## config.mk

```make
export PLATFORM = sky130hd
export DESIGN_NAME = keypad_matrix_scanner
export DESIGN_NICKNAME = d
export VERILOG_FILES = /design/src/rtl/keypad_matrix_scanner.sv
export SDC_FILE = /design/constraint.sdc
export NUM_CORES = 1
export LEC_CHECK = 0
export BUFFER_PORTS_ARGS = -buffer_cell sky130_fd_sc_hd__buf_2
export CAP_MARGIN = 25
export CORE_ASPECT_RATIO = 2
export CORE_MARGIN = 2
export CORE_UTILIZATION = 52
export DETAILED_ROUTE_END_ITERATION = 10
export PLACE_DENSITY = 0.73
export SYNTH_ARGS = -nofsm -noshare
export SYNTH_HDL_FRONTEND = slang
export SYNTH_SLANG_ARGS = --single-unit
```

## constraint.sdc

```tcl
create_clock -name clk -period 2 [get_ports clk]
set_input_delay 0.4 -clock clk [delete_from_list [all_inputs] [get_ports clk]]
set_output_delay 0.4 -clock clk [all_outputs]
set_load 0.03 [all_outputs]
```

## src/rtl/keypad_matrix_scanner.sv

```systemverilog
// keypad_matrix_scanner
// Scans a 4x4 active-low keypad matrix one column at a time, debounces the
// row sense lines and emits one pulse per accepted key press. The key code is
// {row_idx, col_idx}. Codes 8..15 (rows 2-3) are X coordinates and codes
// 0..7 (rows 0-1) are Y coordinates for the position-entry logic.
//
// Ports
//   clk           system clock
//   rst_n         asynchronous reset, active low
//   en            scan enable; low parks the matrix and returns to IDLE
//   keyboard_row  row sense, active low, asynchronous to clk (bit 3 = row0)
//   keyboard_col  column drive, one-hot low (col0 = 4'b0111 ... col3 = 4'b1110)
//   key_valid     one-cycle pulse; key_code is valid in the same cycle
//   key_code      {row_idx, col_idx}; held until the next accepted press
//   key_down      high from key_valid until the release is debounced
//
// state    | meaning
// ---------+-------------------------------------------------------------
// IDLE     | matrix parked (all columns high), counters cleared
// SCAN     | walking the columns, one SCAN_DIV slot each
// DEBOUNCE | column frozen, counting identical row samples
// HOLD     | key accepted, column frozen, counting released samples
module keypad_matrix_scanner #(
  parameter int SCAN_DIV     = 50,
  parameter int DEBOUNCE_CNT = 4
) (
  input  logic       clk,
  input  logic       rst_n,
  input  logic       en,
  input  logic [3:0] keyboard_row,
  output logic [3:0] keyboard_col,
  output logic       key_valid,
  output logic [3:0] key_code,
  output logic       key_down
);

  localparam int SW = (SCAN_DIV > 1) ? $clog2(SCAN_DIV) : 1;
  localparam int CW = $clog2(DEBOUNCE_CNT + 1);

  localparam logic [SW-1:0] SLOT_LAST = SW'(SCAN_DIV - 1);
  localparam logic [CW-1:0] CNT_LAST  = CW'(DEBOUNCE_CNT - 1);

  localparam logic [1:0] ST_IDLE     = 2'd0;
  localparam logic [1:0] ST_SCAN     = 2'd1;
  localparam logic [1:0] ST_DEBOUNCE = 2'd2;
  localparam logic [1:0] ST_HOLD     = 2'd3;

  logic [1:0]    state;
  logic [SW-1:0] slot_cnt;
  logic [1:0]    col_idx;
  logic [CW-1:0] match_cnt;
  logic [CW-1:0] rel_cnt;
  logic [3:0]    pattern;
  logic [3:0]    row_meta;
  logic [3:0]    row_sync;
  logic          sample;
  logic          row_none;

  // Lowest row index wins; row0 is on bit 3 to mirror the column drive order.
  function automatic logic [1:0] row_enc(input logic [3:0] r);
    if (!r[3])      row_enc = 2'd0;
    else if (!r[2]) row_enc = 2'd1;
    else if (!r[1]) row_enc = 2'd2;
    else            row_enc = 2'd3;
  endfunction

  assign sample   = (state != ST_IDLE) && (slot_cnt == SLOT_LAST);
  assign row_none = (row_sync == 4'hF);

  assign keyboard_col = (state == ST_IDLE) ? 4'hF : ~(4'b1000 >> col_idx);

  always_ff @(posedge clk or negedge rst_n) begin
    if (!rst_n) begin
      row_meta <= 4'hF;
      row_sync <= 4'hF;
    end else begin
      row_meta <= keyboard_row;
      row_sync <= row_meta;
    end
  end

  always_ff @(posedge clk or negedge rst_n) begin
    if (!rst_n) begin
      state     <= ST_IDLE;
      slot_cnt  <= '0;
      col_idx   <= 2'd0;
      match_cnt <= '0;
      rel_cnt   <= '0;
      pattern   <= 4'hF;
      key_valid <= 1'b0;
      key_code  <= 4'h0;
      key_down  <= 1'b0;
    end else begin
      key_valid <= 1'b0;
      if (!en) begin
        // key_code is deliberately kept so the last accepted key stays readable.
        state     <= ST_IDLE;
        slot_cnt  <= '0;
        col_idx   <= 2'd0;
        match_cnt <= '0;
        rel_cnt   <= '0;
        key_down  <= 1'b0;
      end else begin
        if (state != ST_IDLE)
          slot_cnt <= sample ? '0 : slot_cnt + SW'(1);

        case (state)
          ST_IDLE: begin
            state    <= ST_SCAN;
            slot_cnt <= '0;
            col_idx  <= 2'd0;
          end

          ST_SCAN: begin
            if (sample) begin
              if (row_none) begin
                col_idx <= col_idx + 2'd1;
              end else begin
                pattern   <= row_sync;
                match_cnt <= CW'(1);
                state     <= ST_DEBOUNCE;
              end
            end
          end

          ST_DEBOUNCE: begin
            if (sample) begin
              if (row_none) begin
                state     <= ST_SCAN;
                col_idx   <= col_idx + 2'd1;
                match_cnt <= '0;
              end else if (row_sync != pattern) begin
                pattern   <= row_sync;
                match_cnt <= CW'(1);
              end else if (match_cnt == CNT_LAST) begin
                // This sample is the last matching one needed: accept the key.
                state     <= ST_HOLD;
                key_valid <= 1'b1;
                key_code  <= {row_enc(row_sync), col_idx};
                key_down  <= 1'b1;
                match_cnt <= '0;
                rel_cnt   <= '0;
              end else begin
                match_cnt <= match_cnt + CW'(1);
              end
            end
          end

          ST_HOLD: begin
            if (sample) begin
              if (row_none) begin
                if (rel_cnt == CNT_LAST) begin
                  key_down <= 1'b0;
                  state    <= ST_SCAN;
                  col_idx  <= col_idx + 2'd1;
                  rel_cnt  <= '0;
                end else begin
                  rel_cnt <= rel_cnt + CW'(1);
                end
              end else begin
                rel_cnt <= '0;
              end
            end
          end

          default: state <= ST_IDLE;
        endcase
      end
    end
  end

endmodule

```

==> impl_metrics.json <==
{
  "htreeDepth": 2,
  "grt.overflow.total": 0,
  "cts_sinks": 34,
  "drt_pass1_iterations": 4,
  "synth_top_area_share_pct": 31.0,
  "synth_ff_type": "dfrtp_1",
  "ant_nets": 0,
  "setup_viol": 0,
  "grt_pass1_vias": 1337,
  "dpl_worst_slack_ns": -0.0157,
  "synth_edf_count": 0,
  "rsz0062_at_grt": "yes",
  "drt-initial-drc-count": 25,
  "core_sq_mm": 0.00334,
  "seq_area_sq_um": 866,
  "synth_area_per_cell_sq_um": 11.1,
  "cp.arrival_ns": 2.21,
  "synthArstFlopShare_pct": 100,
  "dp_hpwl_um": 2390,
  "fillCellCount": 250,
  "path_class": "flip-flop to flip-flop",
  "maxCapViolCount": 0,
  "power_switching_uw": 642,
  "syn_nets": 179,
  "port_buffers": 16,
  "power_frac_comb_pct": 28.0,
  "p_clk_share_pct": 35.6,
  "cts_hold_buf": 0,
  "pwr_density_cell_mw_per_mm2": 984,
  "drc": 0,
  "clock_skew_ns": 0.00774,
  "worst_slew_pin_slew_ns": 0.725,
  "sw_frac_of_total_pct": 29.5,
  "grt_max_degree": 35,
  "wl_um": 3450,
  "power_frac_seq_pct": 36.4,
  "synth_cell_types": 38,
  "initial_core_util_pct": 53.1,
  "cts_buffers": 5,
  "die-area_sq_mm": 0.00393,
  "max_freq_ghz": 0.504,
  "setup_ws_ns": 0.0151,
  "hold_path_class": "primary input to async pin",
  "synth_top_cells_by_area": "dfrtp_1 31%, dfstp_2 18%, ha_1 8.5%",
  "path_max_fanout": 5,
  "antenna_found_initial": 0,
  "cts_tree": "built",
  "drive_gt1_share_pct": 39.4,
  "irDropWorstVdd_mv": 0.819,
  "grt_pass1_wl_um": 5640,
  "synthCells": 160,
  "n_antenna_cell": 0,
  "synth_most_common_cell": "dfrtp_1",
  "wl_per_cell_um": 15.3,
  "slew_headroom_pct": 51.7,
  "syn-cell-area_sq_mm": 0.00178,
  "r2r_cells": 5,
  "min_period_over_period_pct": 99.2,
  "yosysTopAreaCell": "dfrtp_1",
  "boundaryPins": 17,
  "final_nets": 211,
  "place_congestion": 0.949,
  "dr_total_vias": 1237,
  "fin_util_pct": 66.3,
  "status": "complete, no violations",
  "root_buffer": "clkbuf_8",
  "die_x_um": 45.3,
  "cp-start-kind": "flip-flop",
  "yosysSeqAreaShare_pct": 48.8,
  "p_leak_nw": 1.04,
  "hold_violations": 0,
  "multi_input_area_sq_um": 936,
  "rows": 30,
  "clk_pin_slew_ns": 0.07,
  "clk_path_buf_depth": 2,
  "area_growth_pct": 24.7,
  "viasPerCell": 5.50,
  "endpoint_kind": "flip-flop",
  "internal-power_mw": 1.54,
  "synth_common_cells": "22 x dfrtp_1, 14 x inv_1, 12 x dfstp_2, 12 x ha_1, 11 x nand2_1",
  "die_y_um": 86.6,
  "clkLatencyLatePin_ns": 0.29,
  "drv_slew": 0,
  "yosysWarnings": 0,
  "crit_required_ns": 2.23,
  "ys_seq_elements": 34,
  "min_period_ns": 1.98,
  "grt_usage_pct": 19.7
}
## cell type report
class	count	area share, %
Tap cell	32	1.81
Clock buffer	6	3.73
Inverter	14	2.37
Timing Repair Buffer	29	8.02
Clock inverter	2	2.71
Multi-Input combinational cell	108	42.3
Sequential cell	34	39.1
## cell usage in the layout (no fill, tap or decap), types with 2 or more instances in the layout
cell       instances
o21a_1             3
nand3_1            8
buf_2             16
mux2_4             4
bufinv_16          2
nand3b_1           3
inv_1             13
xor2_2             4
buf_4             13
o21ai_0            8
a21boi_0           2
nand2_1           11
ha_1              10
dfstp_2           12
a21oi_1            2
nor4_4             2
clkbuf_8           6
nand2b_1           6
dfrtp_1           22
mux2_2             2
xnor2_1            2
mux2i_1            4
nand3_2            2
xor2_1             2
nor2_1            10
and3_1             2
## final timing paths
path / start / endpoint / slack, ns
min reg2reg: row_meta[2] / row_sync[2] / 0.35
max in group asynchronous: rst_n / slot_cnt[2] / 1.37
min: rst_n / match_cnt[2] / 0.16
max reg2reg: row_sync[2] / state[1] / 0.02
max: row_sync[2] / state[1] / 0.02
min in group clk: keyboard_row[2] / row_meta[2] / 0.21
## through the flow
stage               hold slack [ns]  setup TNS, ns  instances  area, sq um  power (mW)
finish                        0.159              0        225         2210        2.18
global route                  0.196         -0.245        225         2210        2.29
CTS                           0.189              0        220         2100        2.14
detailed placement            0.347        -0.0483        211         1940        1.35
global placement              0.345              0        211         1940        1.33
floorplan                     0.104              0        160         1780        1.18
## power by group through the flow
stage	clock, mW	combinational [mW]	sequential (mW)
6_report	0.775	0.611	0.794
5_1_grt	0.817	0.675	0.801
4_1_cts	0.790	0.559	0.789
3_5_place_dp	0	0.546	0.801
3_3_place_gp	0	0.531	0.796
2_1_floorplan	0	0.379	0.798
## layer usage
| layer | global-route usage, % | up-vias | part of all wire (%) |
|---|---|---|---|
| met5 | 0 | - | 0 |
| met3 | 5.21 | 10 | 2.7 |
| li1 | - | 603 | - |
| met1 | 20.5 | 602 | 40 |
| met2 | 33.1 | 22 | 54 |
| met4 | 12.6 | 0 | 3.3 |
## sequential cells by signal, summed over array words and instances (netlist names)
register	count
match_cnt	3
key_valid	1
col_idx	2
state	2
row_sync	4
rel_cnt	3
key_code	4
pattern	4
slot_cnt	6
row_meta	4
key_down	1
## logic make-up (layout without fill, tap and decap cells)
family	count (synthesis)	after routing	share of synthesized area, %
DFF	34	34	48.8
adders and majority gates	12	12	8.46
muxes	10	10	6.06
xor gates and xnor gates	8	8	3.95
buffers and inverters	18	51	3.81
and+or+nand+nor	55	55	19.3
AOI/OAI and AO/OA	23	23	9.66
## worst max-delay path, stage by stage, from the launching register on
cell,delay (ns)
dfstp_2,0.59
nand4_1,0.21
nor4_4,0.35
o22ai_2,0.14
or4_4,0.56
nand3_2,0.07
## what timing repair did
action / 4_1_cts / 5_1_grt
endpoints found under the setup margin: 4 / 13
pin swaps: 1 / 10
setup buffers: 1 / 5
resized for setup: 2 / 15
Note: power is estimated with default switching activity, not from simulation.
